### src/rtl/awmc_actuator_drive.sv
// Actuator drive for the washing-machine sequencer: ramped PWM motor, interlocked
// inlet valve / drain pump with dead time, and an end-of-cycle buzzer pattern.
module awmc_actuator_drive #(
    parameter int unsigned PWM_BITS   = 8,
    parameter int unsigned WASH_DUTY  = 96,
    parameter int unsigned RINSE_DUTY = 64,
    parameter int unsigned SPIN_DUTY  = 240,
    parameter int unsigned RAMP_DIV   = 4,
    parameter int unsigned DEAD_CYC   = 2,
    parameter int unsigned BEEP_ON    = 4,
    parameter int unsigned BEEP_OFF   = 4,
    parameter int unsigned BEEP_COUNT = 3
) (
    input  logic                clk,
    input  logic                reset,
    input  logic [2:0]          stage_i,
    input  logic                valve_req,
    input  logic                drain_req,
    input  logic                done_i,
    output logic                motor_pwm,
    output logic [PWM_BITS-1:0] motor_duty,
    output logic                valve_o,
    output logic                drain_o,
    output logic                buzzer,
    output logic                busy
);
    localparam int unsigned BeepPer = BEEP_ON + BEEP_OFF;
    localparam int unsigned RampW   = (RAMP_DIV > 1) ? $clog2(RAMP_DIV) : 1;
    localparam int unsigned DeadW   = (DEAD_CYC > 1) ? $clog2(DEAD_CYC) : 1;
    localparam int unsigned PhW     = (BeepPer > 1) ? $clog2(BeepPer) : 1;
    localparam int unsigned NumW    = (BEEP_COUNT > 1) ? $clog2(BEEP_COUNT) : 1;

    localparam logic [RampW-1:0] RampLast = RampW'(RAMP_DIV - 1);
    localparam logic [DeadW-1:0] DeadLast = DeadW'(DEAD_CYC - 1);
    localparam logic [PhW-1:0]   PhLast   = PhW'(BeepPer - 1);
    localparam logic [PhW-1:0]   OnLast   = PhW'(BEEP_ON - 1);
    localparam logic [NumW-1:0]  NumLast  = NumW'(BEEP_COUNT - 1);

    localparam logic [2:0] StageWash  = 3'b001;
    localparam logic [2:0] StageRinse = 3'b010;
    localparam logic [2:0] StageSpin  = 3'b011;
    localparam logic [2:0] StageStop  = 3'b100;
    localparam logic [2:0] StageIdle  = 3'b111;

    // ---------------- Motor duty ramp and PWM ----------------
    logic [PWM_BITS-1:0] target;
    logic [PWM_BITS-1:0] duty_d;
    logic [PWM_BITS-1:0] pwm_cnt;
    logic [RampW-1:0]    presc;

    always_comb begin
        unique case (stage_i)
            StageWash:  target = PWM_BITS'(WASH_DUTY);
            StageRinse: target = PWM_BITS'(RINSE_DUTY);
            StageSpin:  target = PWM_BITS'(SPIN_DUTY);
            default:    target = '0;
        endcase
    end

    // IDLE is a pause: duty drops straight to 0 without ramping.
    always_comb begin
        duty_d = motor_duty;
        if (stage_i == StageIdle) begin
            duty_d = '0;
        end else if (presc == RampLast) begin
            if (motor_duty < target) begin
                duty_d = motor_duty + 1'b1;
            end else if (motor_duty > target) begin
                duty_d = motor_duty - 1'b1;
            end
        end
    end

    always_ff @(posedge clk or posedge reset) begin
        if (reset) begin
            motor_duty <= '0;
            presc      <= '0;
            pwm_cnt    <= '0;
            motor_pwm  <= 1'b0;
        end else begin
            motor_duty <= duty_d;
            presc      <= (stage_i == StageIdle || presc == RampLast) ? '0 : presc + 1'b1;
            pwm_cnt    <= pwm_cnt + 1'b1;
            motor_pwm  <= (pwm_cnt < motor_duty);
        end
    end

    // ---------------- Valve / drain interlock ----------------
    typedef enum logic [1:0] {StOff, StFilling, StDraining, StDead} il_state_e;

    il_state_e        il_state;
    il_state_e        off_pick;
    logic [DeadW-1:0] dead_cnt;
    logic             valve_eff;
    logic             dead_last;
    logic             fsm_active_d;

    assign valve_eff = valve_req & (stage_i != StageIdle) & (stage_i != StageStop);
    assign dead_last = (dead_cnt == DeadLast);

    always_comb begin
        off_pick = StOff;
        if (drain_req) begin
            off_pick = StDraining;
        end else if (valve_eff) begin
            off_pick = StFilling;
        end
        fsm_active_d = 1'b1;
        if (il_state == StOff || (il_state == StDead && dead_last)) begin
            fsm_active_d = (off_pick != StOff);
        end
    end

    // The last dead-time cycle applies the OFF decision directly so the gap is exactly DEAD_CYC.
    always_ff @(posedge clk or posedge reset) begin
        if (reset) begin
            il_state <= StOff;
            dead_cnt <= '0;
            valve_o  <= 1'b0;
            drain_o  <= 1'b0;
        end else begin
            unique case (il_state)
                StOff, StDead: begin
                    if (il_state == StOff || dead_last) begin
                        il_state <= off_pick;
                        valve_o  <= (off_pick == StFilling);
                        drain_o  <= (off_pick == StDraining);
                    end else begin
                        dead_cnt <= dead_cnt + 1'b1;
                    end
                end
                StFilling: begin
                    if (!valve_eff || drain_req) begin
                        il_state <= StDead;
                        dead_cnt <= '0;
                        valve_o  <= 1'b0;
                    end
                end
                StDraining: begin
                    if (!drain_req) begin
                        il_state <= StDead;
                        dead_cnt <= '0;
                        drain_o  <= 1'b0;
                    end
                end
                default: begin
                    il_state <= StOff;
                    valve_o  <= 1'b0;
                    drain_o  <= 1'b0;
                end
            endcase
        end
    end

    // ---------------- Buzzer pattern ----------------
    logic            done_prev;
    logic            done_rise;
    logic            beep_active;
    logic            beep_active_d;
    logic            beep_end;
    logic [PhW-1:0]  beep_ph;
    logic [NumW-1:0] beep_num;

    assign done_rise     = done_i & ~done_prev;
    assign beep_end      = beep_active & (beep_ph == PhLast) & (beep_num == NumLast);
    assign beep_active_d = done_rise | (beep_active & ~beep_end);

    always_ff @(posedge clk or posedge reset) begin
        if (reset) begin
            done_prev   <= 1'b0;
            beep_active <= 1'b0;
            beep_ph     <= '0;
            beep_num    <= '0;
            buzzer      <= 1'b0;
        end else begin
            done_prev   <= done_i;
            beep_active <= beep_active_d;
            if (done_rise) begin
                beep_ph  <= '0;
                beep_num <= '0;
                buzzer   <= 1'b1;
            end else if (beep_active) begin
                if (beep_ph == PhLast) begin
                    beep_ph  <= '0;
                    beep_num <= beep_num + 1'b1;
                    buzzer   <= ~beep_end;
                end else begin
                    beep_ph <= beep_ph + 1'b1;
                    buzzer  <= (beep_ph < OnLast);
                end
            end
        end
    end

    // busy is built from next-state values so it lines up with the outputs it summarises.
    always_ff @(posedge clk or posedge reset) begin
        if (reset) begin
            busy <= 1'b0;
        end else begin
            busy <= (duty_d != '0) | fsm_active_d | beep_active_d;
        end
    end

endmodule

### config.mk
export PLATFORM = sky130hd
export DESIGN_NAME = awmc_actuator_drive
export DESIGN_NICKNAME = d
export VERILOG_FILES = /design/src/rtl/awmc_actuator_drive.sv
export SDC_FILE = /design/constraint.sdc
export NUM_CORES = 1
export LEC_CHECK = 0
export ABC_CLOCK_PERIOD_IN_PS = 3240
export CORE_MARGIN = 4
export CORE_UTILIZATION = 45
export DETAILED_ROUTE_END_ITERATION = 6
export HOLD_SLACK_MARGIN = 0.15
export PLACE_DENSITY = 0.65
export SLEW_MARGIN = 20
export SYNTH_ARGS = -nofsm -noshare
export SYNTH_HDL_FRONTEND = slang
export SYNTH_SLANG_ARGS = --single-unit
### constraint.sdc
create_clock -name clk -period 3.24 [get_ports clk]
set_input_delay 0.648 -clock clk [delete_from_list [all_inputs] [get_ports clk]]
set_output_delay 0.648 -clock clk [all_outputs]
set_load 0.01 [all_outputs]
### Word-level counts from Yosys, hierarchy flattened

Index checks and enable logic that the tools add are counted.

| word-level totals | value |
|---|---|
| output and inout port bits | 13 |
| input port bits | 8 |
| register bits after elaboration | 33 |
| word-level logic and storage cells | 103 |

| operators by class | value |
|---|---|
| mux-type cells | 30 |
| eq/ne operators | 18 |
| order comparisons | 4 |
| bitwise operators | 11 |
| reductions and logical operators | 19 |
| $add $sub $neg | 7 |

Operators with widths:

| kind | count |
|---|---|
| 8-bit 2-to-1 mux | 4 |
| 8-bit case mux with 3 select lines | 1 |
| 8-bit by 1-bit adder with 8-bit output (second input constant) | 2 |
| 8-bit less-than comparator | 2 |
| 2-bit 2-to-1 mux | 8 |
| 3-bit AND reduction | 4 |
| 2-bit == test (second input constant) | 5 |
| 1-bit 2-to-1 mux | 10 |
| 2-bit nonzero test | 5 |
| 3-bit 2-to-1 mux | 3 |
| 8-bit > comparator | 1 |
| 2-bit inequality test (second input constant) | 4 |
| 8-bit nonzero test | 1 |
| 8-bit by 1-bit subtractor with 8-bit output (second input constant) | 1 |
| 1-bit bitwise AND | 6 |
| 3-bit by 2-bit == test with 1-bit output (second input constant) | 2 |
| 3-bit == test (second input constant) | 2 |
| 3-bit inequality test (second input constant) | 2 |
| 2-bit case mux with 3 select lines | 1 |
| 2-bit by 1-bit adder with 2-bit output (second input constant) | 2 |
| 2-bit by 1-bit == test with 1-bit output (second input constant) | 2 |
| 1-bit logical OR | 4 |
| 1-bit case mux with 2 select lines | 2 |
| 3-bit by 1-bit adder with 3-bit output (second input constant) | 1 |
| 11 further kinds | 14 |

### Longest topological paths before layout

Gate-level depths: netlist (run 1).

| logic depth | value |
|---|---|
| word-level depth | 10 |
| gate-level depth with buffers | 12 |
| gate-level depth less buffers | 11 |

### Worst setup path after synthesis (run 1)

Ideal clock, no wire load.

| timing path | value |
|---|---|
| path type | in2reg |
| start | in stage_i[2] |
| end | reg busy |
| setup time | 0.139 ns |
| data required time | 3.101 ns |
| stages on the path | 11 |
| buffers on the path | 0 |
| path slack | 0.009 ns |
| data arrival time | 3.093 ns |
| path through | nand2b_1 -> or2_2 -> inv_1 -> ha_1 -> and3b_1 -> o21ai_0 -> nand2_1 -> a41o_1 -> xnor2_1 -> a2111o_1 -> or4_1 |

| on the way | value |
|---|---|
| word-level cells in the longest chain between the ends | 10 |
| elaborated cells on any way between the ends | 22 |
| those cells by class | order compare (2); eq/ne (6); mux (8); bitwise (4); reduce/logical (2) |

Ends and longest elaborated chain:

| item | line | source |
|---|---|---|
| start: declaration | 16 | `input logic [2:0] stage_i,` |
| 3-bit by 2-bit == test with 1-bit output or 3-bit by 1-bit == test with 1-bit output (tied branches) | 52 | `unique case (stage_i)` |
| 8-bit case mux with 3 select lines | 52 |  |
| 8-bit > comparator | 68 | `end else if (motor_duty > target) begin` |
| 8-bit 2-to-1 mux | 68 |  |
| 8-bit 2-to-1 mux | 66 | `if (motor_duty < target) begin` |
| 8-bit 2-to-1 mux | 65 | `end else if (presc == RampLast) begin` |
| 8-bit 2-to-1 mux | 63 | `if (stage_i == StageIdle) begin` |
| 8-bit nonzero test | 200 | `busy <= (duty_d != '0) \| fsm_active_d \| beep_active_d;` |
| 1-bit OR (*) (2 in a row) | 200 |  |
| end signal: assignment | 200 |  |
| end: declaration | 25 | `output logic busy` |

Mark *: on every way between the ends. The rest lies on a longest branch, timed or not.
A chain may end at the register's enable or synchronous reset.

### Worst setup path in the final report (run 1)

Ends and elaborated chain as after synthesis.

==> parameters.txt, run 1 <==
Parameter                              Value

Final layout
  Post-layout instance area    approximately 0.0027 mm^2
  Final nets    a little over 300
  Diode insertion count for antenna repair    0
  Layout-stage area growth over the synthesis result    25.98%
  Layout cell share with drive strength beyond 1    a little under a fifth

Logic synthesis
  Synth Instances    ~230
  Syn nets    between 200 and 300
  Cell variety after synth    between 50 and 60
  Simple-gate area share of the yosys netlist    roughly 18%
  Synth Area per Inst    between 9 and 10 um^2
  Post-synthesis adder-cell area fraction    13.31%
  Xor and xnor area share after synthesis    5.671%
  Number of enable flip-flop cells after synthesis    0
  Prevailing post-synth register cell    sky130_fd_sc_hd__dfrtp_1
  Mapped cell area    around 0.0022 mm^2
  Sequential fraction of the synthesis area    roughly two fifths
  Share of flip-flops with an asynchronous set or reset    100.0%
  Number of synthesized register bits    33
  Mux share of post-synthesis cell area    1.389%
  Share of the synthesized area in compound gates (AO/OA/AOI/OAI)    around 18%
  Yosys warns    0
  Main combinational cell family by area after synthesis    simple AND/OR/NAND/NOR gates

Worst setup path
  Setup slack on the worst flop-to-flop path    400 ps
  CP Launch Type    input port
  Arrival time at the worst endpoint    roughly 3300 ps
  Number of cell instances on the worst register-to-register path    8
  First element of the critical path    stage_i[2]
  Crit Path Class    input port to flop
  Reg2reg start    motor_duty[4]
  Highest fanout seen on the critical path    3
  Critical register-to-register path endpoint    busy
  Data required time of the worst path    between 3000 and 4000 ps
  Endpoint type of the worst setup path    flop

Clock tree
  CTS Sinks    33
  CTS tree    done
  Bufs on Longest Clock Path    2
  Post-cts hold buffer count    0
  Clock latency on the worst-skew pair    around 280 ps
  Clock slew at reported path FFs    roughly 70 ps
  Number of H-tree levels    2
  Clock buffers created by TritonCTS    5
  Cell chosen for the clock root    sky130_fd_sc_hd__clkbuf_8

Pwr
  Total power density per cell area    a little under 800 mW/mm^2
  Leakage component of the power    around 1.3 nW
  Worst vdd rail ir drop    approximately 0.44 mV

STA
  Post-route fraction of the period consumed by the critical path    between 90% and 100%
  Worst relative slew slack    between 60% and 70%
  Peak Freq    between 0.3 and 0.4 GHz
  Pins over their slew limit    0
  Final-report hold violation count    0
  Actual slew at the worst max-slew pin    between 400 and 500 ps
  Clock Skew    approximately 11 ps
  Minimum hold slack    around 440 ps
  # setup viols final    0
  Minimum clock period    between 3000 and 4000 ps

Floorplanning
  Initial standard-cell utilization of the core    48.00%
  Site Rows    24
  DIE HEIGHT    roughly 77 um
  Die outline width    just under 80 um
  Area of the die    0.005978 mm^2
  Placeable core area    0.004504 mm^2
  Top Ports    21

Route
  Average via count per standard cell    5.735
  Routed WL per cell    around 15 um
  Total via count after detailed routing    approximately 1,900
  Total wire length after detailed routing    ~4.9 mm
  # DRC    0
  Detailed Route Iter0 Violations    204
  Number of nets with antenna violations after detailed routing    0
  Drt first pass iters    5

Global route
  Via count of the first global-routing pass    ~1,700
  Initial antenna violation count    0
  GR Util All Layers    between 15 and 20%
  Global-route wire length before repair    between 8 and 9 mm
  Total congestion overflow    0
  Largest net degree at the start of global routing    34

Place
  # port buffers    20
  Detailed-placement wirelength estimate    3.522 mm
  Post-Place Cell Area    about 0.0025 mm^2
  Placer's final routability congestion estimate    about 0.87

Outcome
  Run status    finished clean

Worst hold path
  Hold_sp    presc[0]
  Endpoint, Worst Hold    presc[0]
  Hold Path Class    flop to flop
  Hold-critical path depth    1

Flow run
  Count of max-cap constraint violations    0
-- state kept, by name, summed over array words and instances, names as in the netlist, 2 cells and up --
signal      flops
motor_duty      8
pwm_cnt         8
beep_ph         3
beep_num        2
il_state        2
presc           2
-- power breakdown --
part	total, W	internal, W	switching (W)
clock network	0.000341	0.000192	0.000148
logic	0.00114	0.000556	0.000584
registers	0.000648	0.000525	0.000123
total	0.00213	0.00127	0.000856
-- logic make-up (layout without fill, tap and decap cells) --
logic type / after synthesis / count (layout)
simple gates: 79 / 79
compound gates: 55 / 55
flops: 33 / 33
buf+inv: 24 / 65
fa+ha+maj: 23 / 23
xor+xnor: 14 / 14
mux: 3 / 3
-- per-layer routing --
metal / vias up / track usage [%] / wire length [um]
met5: - / 0 / 0
met4: 0 / 3.203 / 44
met3: 8 / 3.044 / 259
met2: 55 / 25.04 / 2250
met1: 892 / 25.33 / 2353
li1: 903 / - / -
-- cell type report --
class,instances,area (um^2)
flip-flops and latches,33,825.8
clock inverters,1,5.005
inverters,19,71.32
repair buffers,38,339.1
fillers,395,1780
clock buffers,7,96.34
well taps,52,65.06
multi-input cells,174,1321
-- Yosys cell counts, types with 3 or more instances --
cell type	n	share of area (%)
sky130_fd_sc_hd__dfrtp_1	33	38
sky130_fd_sc_hd__xnor2_1	11	4.5
sky130_fd_sc_hd__inv_1	19	3.3
sky130_fd_sc_hd__and3_1	3	0.87
sky130_fd_sc_hd__nand3_1	5	1.2
sky130_fd_sc_hd__or4_1	3	1.0
sky130_fd_sc_hd__nor2_1	21	3.6
sky130_fd_sc_hd__or2_2	3	0.87
sky130_fd_sc_hd__nand2_1	20	3.5
sky130_fd_sc_hd__ha_1	23	13
sky130_fd_sc_hd__xor2_1	3	1.2
sky130_fd_sc_hd__o21ai_0	9	2.1
sky130_fd_sc_hd__a21oi_1	16	3.7
sky130_fd_sc_hd__nand4_1	3	0.87
sky130_fd_sc_hd__nor3_1	7	1.6
sky130_fd_sc_hd__mux2i_1	3	1.4
-- timing repair --
action                     in CTS  in global routing
pin swaps                       0                 14
setup endpoints to repair       1                  1
gates resized for setup         7                 21
setup buffers                   0                  0
-- cell usage in the layout, fill, tap and decap left out, drive strengths merged, types with 4 or more instances in the layout --
cell / count
a21oi: 16
buf: 18
clkbuf: 8
clkdlybuf4s50: 17
dfrtp: 33
ha: 23
inv: 19
nand2: 21
nand3: 5
nor2: 21
nor3: 7
o21ai: 10
or2: 4
xnor2: 11
-- per-stage QoR --
step	worst slack [ps]	utilization, %	TNS [ps]	total power [W]	instances
5_1_grt	-15.95	60.47	-15.95	0.002305	324
3_5_place_dp	-466.4	56.06	-466.4	0.001715	316
4_1_cts	50.52	58.50	0	0.002065	324
2_1_floorplan	8.723	-	0	0.001338	231
3_3_place_gp	-471.0	56.06	-471.0	0.001700	316
6_report	93.92	60.47	0	0.002129	324
-- worst max-delay path, stage by stage --
cell                            delay, ps
sky130_fd_sc_hd__dlygate4sd2_1        250
sky130_fd_sc_hd__nand2b_4             140
sky130_fd_sc_hd__or2_4                250
sky130_fd_sc_hd__ha_4                 300
sky130_fd_sc_hd__nand2_1               80
sky130_fd_sc_hd__o311a_4              390
sky130_fd_sc_hd__a41o_1               250
sky130_fd_sc_hd__xnor2_1              140
sky130_fd_sc_hd__a2111o_1             390
sky130_fd_sc_hd__or4_1                460
-- how the worst max path moves through the flow --
stage	endpoint	slack (ps)	cells after the start
floorplan	busy	9	11
global placement	busy	-470	12
detailed placement	busy	-470	12
CTS	busy	50	11
global route	busy	-20	12
finish	busy	90	10
Note: power is estimated with default switching activity, not from simulation.
==> inputs of run 2 (changes only) <==
ABC_AREA = 1   (was default)
==> parameters.txt, run 2 <==
Parameter                              Value

Outcome
  Run status    finished clean

Route
  # DRC    0
  Total wire length after detailed routing    between 4 and 5 mm
  Detailed Route Iter0 Violations    ~100
  Drt first pass iters    4
  Number of nets with antenna violations after detailed routing    0
  Routed WL per cell    roughly 12 um
  Total via count after detailed routing    roughly 1,800
  Average via count per standard cell    approximately 5.2

Clock tree
  Bufs on Longest Clock Path    2
  Setup Buffers After CTS    0
  CTS Sinks    33
  Post-cts sizing count    0
  Clock buffers created by TritonCTS    5
  CTS tree    done
  Clock slew at reported path FFs    about 70 ps
  Post-cts hold buffer count    0
  Clock latency on the worst-skew pair    about 280 ps
  Cell chosen for the clock root    sky130_fd_sc_hd__clkbuf_8
  Number of H-tree levels    2

STA
  Worst relative slew slack    roughly two thirds
  Setup total negative slack    0 ps
  Minimum hold slack    between 400 and 500 ps
  Worst Slack Setup Final    between 600 and 700 ps
  Minimum clock period    between 2000 and 3000 ps
  Unrepaired setup endpoints after global routing    false
  Final-report hold violation count    0
  # setup viols final    0
  Pins over their slew limit    0
  Actual slew at the worst max-slew pin    around 530 ps
  Clock Skew    around 5.2 ps
  Post-route fraction of the period consumed by the critical path    between 70% and 80%
  Peak Freq    slightly below 0.4 GHz

Final layout
  Final nets    321
  Largest registers    motor_duty (8), pwm_cnt (8), beep_ph (3)
  Number of filler cells placed in the layout    ~430
  Layout-stage area growth over the synthesis result    16.31%
  Commonest non-fill, non-tap cell in the layout    sky130_fd_sc_hd__nand2_1
  Diode insertion count for antenna repair    0
  Commonest cells after routing, fill and taps aside    sky130_fd_sc_hd__nand2_1 (49), sky130_fd_sc_hd__inv_1 (44), sky130_fd_sc_hd__dfrtp_1 (33), sky130_fd_sc_hd__nand3_1 (29), sky130_fd_sc_hd__ha_1 (23)
  Layout cell share with drive strength beyond 1    under 10%

Worst setup path
  CP Launch Type    input port
  Crit Path Class    input port to flop
  Critical Path Slowest Stage Cell    sky130_fd_sc_hd__clkdlybuf4s50_1
  Chain of cells forming the critical path    clkdlybuf4s50_1 > nand3_1 > ha_1 > a21oi_2 > nand2_2 > nand2_2 > nand3_1 > nand2_1 > nor2_2 > nor2_2 > nand3_1 > nor2_1 > nand2_1
  Longest individual stage delay on the worst path    between 500 and 600 ps
  Critical path's top delay family    simple AND/OR/NAND/NOR gates
  Arrival time at the worst endpoint    approximately 2800 ps
  Endpoint type of the worst setup path    flop
  Highest fanout seen on the critical path    11
  Data required time of the worst path    between 3000 and 4000 ps
  Combined buffer and inverter count along the critical path    1
  Cell mode on critical path    sky130_fd_sc_hd__nand3_1

Logic synthesis
  Most common cell in the netlist    sky130_fd_sc_hd__nand2_1
  Largest area contributor in the synthesized netlist    sky130_fd_sc_hd__dfrtp_1
  Synth Area per Inst    just over 8 um^2
  Yosys warns    0
  Top cell types by occurrence after synthesis    sky130_fd_sc_hd__nand2_1 (49), sky130_fd_sc_hd__inv_1 (44), sky130_fd_sc_hd__dfrtp_1 (33)
  Prevailing post-synth register cell    sky130_fd_sc_hd__dfrtp_1
  Mapped cell area    0.002132 mm^2
  Share of flip-flops with an asynchronous set or reset    100.0%
  Cell variety after synth    30
  Synth Instances    roughly 270
  Syn nets    a little under 300
  Fraction of synthesized cell area taken by the top area cell type    around 39%
  Number of enable flip-flop cells after synthesis    0
  Number of synthesized register bits    33
  Cells taking the most area after synthesis    sky130_fd_sc_hd__dfrtp_1 (39%), sky130_fd_sc_hd__ha_1 (13%), sky130_fd_sc_hd__nand2_1 (8.6%), sky130_fd_sc_hd__inv_1 (7.7%), sky130_fd_sc_hd__nand3_1 (6.8%)
  Sequential fraction of the synthesis area    a little under 40%

Pwr
  Total power density per cell area    between 800 and 900 mW/mm^2
  Leakage component of the power    1.306 nW
  Worst vdd rail ir drop    ~0.46 mV

Global route
  Largest net degree at the start of global routing    34
  Initial antenna violation count    0
  GR Util All Layers    about 15%
  Global-route wire length before repair    approximately 7.4 mm
  Via count of the first global-routing pass    roughly 1,600
  Total congestion overflow    0

Floorplanning
  Die outline width    between 70 and 80 um
  Site Rows    24
  Initial standard-cell utilization of the core    roughly 48%
  Placeable core area    between 0.004 and 0.005 mm^2
  Top Ports    21
  Area of the die    just under 0.006 mm^2
  DIE HEIGHT    between 70 and 80 um

Place
  # port buffers    20
  Placer's final routability congestion estimate    0.8619
  Detailed-placement wirelength estimate    3.199 mm
  Pre-CTS setup slack    around 350 ps

Worst hold path
  Hold Path Class    flop to flop

Flow run
  Count of max-cap constraint violations    0
-- run 2: cell families (layout without fill, tap and decap cells) --
family | Yosys count | count (layout) | share of synthesized area [%]
adders and majority gates | 23 | 23 | 13.50
and+or+nand+nor | 121 | 121 | 26.17
xor gates and xnor gates | 6 | 6 | 2.465
AOI/OAI and AO/OA | 32 | 32 | 9.273
muxes | 1 | 1 | 0.5281
DFF | 33 | 33 | 38.73
buffers and inverters | 49 | 75 | 9.331
-- run 2: final timing paths --
| path | from | endpoint | slack, ps | cells past startpoint |
|---|---|---|---|---|
| min in group asynchronous | reset | il_state[0] | 760 | 3 |
| worst max-delay path | stage_i[0] | busy | 660 | 13 |
| worst min register to register | presc[0] | presc[0] | 450 | 1 |
| worst max register to register | motor_duty[5] | busy | 1210 | 13 |
| worst min-delay path | presc[0] | presc[0] | 450 | 1 |
| max in group asynchronous | reset | presc[0] | 2190 | 3 |
-- run 2: layer usage --
| metal | vias to the layer above | global-route usage (%) | part of all wire (%) | routed length [um] |
|---|---|---|---|---|
| met1 | 823 | 20.07 | 49 | 2062 |
| met5 | - | 0 | 0 | 0 |
| met3 | 5 | 3.279 | 3.3 | 141 |
| li1 | 912 | - | - | - |
| met2 | 30 | 25.17 | 46 | 1967 |
| met4 | 0 | 5.435 | 1.5 | 63 |
-- run 2: worst register-to-register path, delay by kind of cell, from the launching register on --
| kind | cells | cell delay (ps) |
|---|---|---|
| adder cells (fa/ha/maj) | 1 | 360 |
| flip-flops | 1 | 470 |
| AND/OR/NAND/NOR | 12 | 1100 |
-- run 2: layout make-up --
| class | count | area (um^2) | area share (%) |
|---|---|---|---|
| Timing Repair Buffer | 21 | 207.7 | 8.375 |
| Multi-Input combinational cell | 183 | 1107 | 44.65 |
| Inverter | 46 | 172.7 | 6.963 |
| Clock inverter | 1 | 5.005 | 0.2018 |
| Tap cell | 52 | 65.06 | 2.624 |
| Clock buffer | 7 | 96.34 | 3.885 |
| Sequential cell | 33 | 825.8 | 33.30 |
-- run 2: where the power goes --
part | internal, W | switching [W] | total (W)
logic | 0.000457 | 0.000664 | 0.00112
clock network | 0.000192 | 0.000150 | 0.000342
registers | 0.000539 | 0.000124 | 0.000663
total | 0.00119 | 0.000939 | 0.00213
-- run 2: stage by stage --
stage,utilization [%],cell area [um^2],power [W],cells
2_1_floorplan,-,2132,0.001498,265
3_3_place_gp,53.16,2379,0.001773,335
3_5_place_dp,53.16,2379,0.001788,335
4_1_cts,55.43,2480,0.002145,343
5_1_grt,55.43,2480,0.002342,343
6_report,55.43,2480,0.002127,343
==> inputs of run 3 (changes only) <==
ABC_CLOCK_PERIOD_IN_PS = 2200   (was 3240)
PLACE_DENSITY = 0.68   (was 0.65)
clock period = 2.2 ns   (was 3.24 ns; I/O delays follow)
==> parameters.txt, run 3 (synthesized netlist as in run 2, its figures left out) <==
Parameter                              Value

STA
  Unrepaired setup endpoints after global routing    false
  Minimum hold slack    about 440 ps
  Peak Freq    0.5233 GHz
  Pins over their slew limit    0
  Post-route fraction of the period consumed by the critical path    approximately 87%
  Final-report hold violation count    0
  Worst Slack Setup Final    289.0 ps
  Minimum clock period    ~1900 ps
  # setup viols final    0
  Setup total negative slack    0 ps
  Worst relative slew slack    between 60% and 70%
  Clock Skew    6.089 ps
  Actual slew at the worst max-slew pin    486.9 ps

Pwr
  Leakage component of the power    between 1 and 1.5 nW
  Comb power frac    55.0%
  Switching power total    0.001480 W
  Switching share of power    between 40% and 50%
  Total power consumption of the routed design    0.003470 W
  Clk network pwr share    between 10% and 20%
  Share of power burned in registers    approximately 28%
  Worst vdd rail ir drop    0.5199 mV
  Total power density per cell area    between 1000 and 1500 mW/mm^2
  Internal Dissipation    0.001990 W

Global route
  Total congestion overflow    0
  Largest net degree at the start of global routing    34
  GR Util All Layers    roughly 16%
  Global-route wire length before repair    7.769 mm
  Via count of the first global-routing pass    between 1,500 and 2,000
  Initial antenna violation count    0

Clock tree
  Bufs on Longest Clock Path    2
  Clock buffers created by TritonCTS    5
  CTS Sinks    33
  Setup Buffers After CTS    0
  Number of H-tree levels    2
  Clock slew at reported path FFs    around 60 ps
  CTS tree    done
  Cell chosen for the clock root    sky130_fd_sc_hd__clkbuf_8
  Clock latency on the worst-skew pair    between 200 and 300 ps

Floorplanning
  Top Ports    21
  Area of the die    between 0.005 and 0.006 mm^2
  Initial standard-cell utilization of the core    between 40% and 50%
  DIE HEIGHT    76.83 um
  Die outline width    roughly 77 um
  Site Rows    24
  Placeable core area    ~0.0045 mm^2

Final layout
  Final nets    335
  Commonest cells after routing, fill and taps aside    sky130_fd_sc_hd__nand2_1 (48), sky130_fd_sc_hd__inv_1 (43), sky130_fd_sc_hd__dfrtp_1 (33), sky130_fd_sc_hd__nand3_1 (25), sky130_fd_sc_hd__ha_1 (22)
  Layout-stage area growth over the synthesis result    24.59%
  Commonest non-fill, non-tap cell in the layout    sky130_fd_sc_hd__nand2_1
  Diode insertion count for antenna repair    0
  Layout cell share with drive strength beyond 1    approximately 16%
  Number of filler cells placed in the layout    398
  Largest registers    motor_duty (8), pwm_cnt (8), beep_ph (3)

Worst setup path
  Longest individual stage delay on the worst path    around 400 ps
  CP Launch Type    flop
  Chain of cells forming the critical path    inv_1 > ha_1 > inv_1 > nand2_1 > nand2_1 > nand2_2 > buf_4 > nand3_1 > nand3_1 > nand2_1 > nand3_2 > nand3_1 > nor2_1 > nand2_1
  Endpoint type of the worst setup path    flop
  Combined buffer and inverter count along the critical path    3
  Number of cell instances on the worst register-to-register path    14
  Critical path's top delay family    simple AND/OR/NAND/NOR gates
  CP endpoint    busy
  Total number of cells along the worst setup path    14
  Cell mode on critical path    sky130_fd_sc_hd__nand2_1
  Setup slack on the worst flop-to-flop path    a little under 300 ps
  Data required time of the worst path    approximately 2400 ps
  Arrival time at the worst endpoint    2080 ps
  Crit Path Class    flop to flop
  Reg2reg start    motor_duty[4]
  Critical Path Slowest Stage Cell    sky130_fd_sc_hd__dfrtp_1
  First element of the critical path    motor_duty[4]
  Highest fanout seen on the critical path    5
  Critical register-to-register path endpoint    busy

Route
  Total wire length after detailed routing    4.533 mm
  Total via count after detailed routing    1,875
  Average via count per standard cell    5.252
  Detailed Route Iter0 Violations    approximately 160
  Number of nets with antenna violations after detailed routing    0
  # DRC    0
  Drt first pass iters    4
  Routed WL per cell    12.70 um

Worst hold path
  Hold_sp    presc[0]
  Hold Path Class    flop to flop

Outcome
  Run status    finished clean

Place
  Pre-CTS setup slack    -352.2 ps
  # port buffers    20
  Placer's final routability congestion estimate    between 0.8 and 0.9
  Detailed-placement wirelength estimate    about 3.4 mm

Flow run
  Count of max-cap constraint violations    0
-- run 3: changes by cell type in the layout (fill, tap and decap cells not counted), sizes merged --
cell	previous run	this run
clkinv	1	0
nand2	53	54
dlymetal6s2s	0	3
clkdlybuf4s50	20	17
bufinv	0	1
buf	1	14
-- run 3: layer usage --
metal | up-vias | GRT usage [%] | share of wire (%)
li1 | 946 | - | -
met1 | 884 | 20.64 | 46
met2 | 36 | 26.39 | 47
met4 | 0 | 5.616 | 1.8
met5 | - | 0 | 0
met3 | 9 | 4.450 | 5.0
-- run 3: how the worst min path moves through the flow --
stage	to	slack, ps	cells past startpoint
floorplan	presc[0]	410	1
global placement	presc[0]	430	1
detailed placement	presc[0]	440	1
CTS	presc[0]	450	1
global route	presc[0]	460	1
finish	presc[0]	440	1
-- run 3: power by group through the flow --
stage	clock network [W]	logic (W)	registers, W
finish	0.000585	0.00191	0.000975
global route	0.000631	0.00216	0.00101
detailed placement	0	0.00180	0.000982
floorplan	0	0.00123	0.000974
global placement	0	0.00177	0.000982
CTS	0.000599	0.00185	0.000975
-- run 3: layout make-up --
class / count / area, um^2 / share of cell area [%]
Timing Repair Buffer: 34 / 312.8 / 11.78
Inverter: 46 / 172.7 / 6.500
Tap cell: 52 / 65.06 / 2.449
Multi-Input combinational cell: 184 / 1164 / 43.81
Clock buffer: 7 / 86.33 / 3.250
Sequential cell: 33 / 825.8 / 31.09
Clock inverter: 1 / 30.03 / 1.130
-- run 3: metrics by stage --
| stage | std cells | util, % | cell area [um^2] |
|---|---|---|---|
| finish | 357 | 59.37 | 2656 |
| global route | 357 | 59.37 | 2656 |
| CTS | 356 | 58.61 | 2623 |
| detailed placement | 348 | 55.34 | 2476 |
| global placement | 348 | 55.34 | 2476 |
| floorplan | 265 | - | 2132 |
-- run 3: what timing repair did --
item	CTS	global route
pin swaps	2	2
hold buffers	0	0
setup endpoints to repair	1	3
cloned	0	1
gates resized for setup	5	9
-- run 3: worst register-to-register path, stage by stage (launching register included) --
cell	delay (ps)
sky130_fd_sc_hd__dfrtp_1	400
sky130_fd_sc_hd__inv_1	190
sky130_fd_sc_hd__ha_1	180
sky130_fd_sc_hd__inv_1	40
sky130_fd_sc_hd__nand2_1	50
sky130_fd_sc_hd__nand2_1	60
sky130_fd_sc_hd__nand2_2	120
sky130_fd_sc_hd__buf_4	130
sky130_fd_sc_hd__nand3_1	110
sky130_fd_sc_hd__nand3_1	120
sky130_fd_sc_hd__nand2_1	70
sky130_fd_sc_hd__nand3_2	80
sky130_fd_sc_hd__nand3_1	80
sky130_fd_sc_hd__nor2_1	120
sky130_fd_sc_hd__nand2_1	60
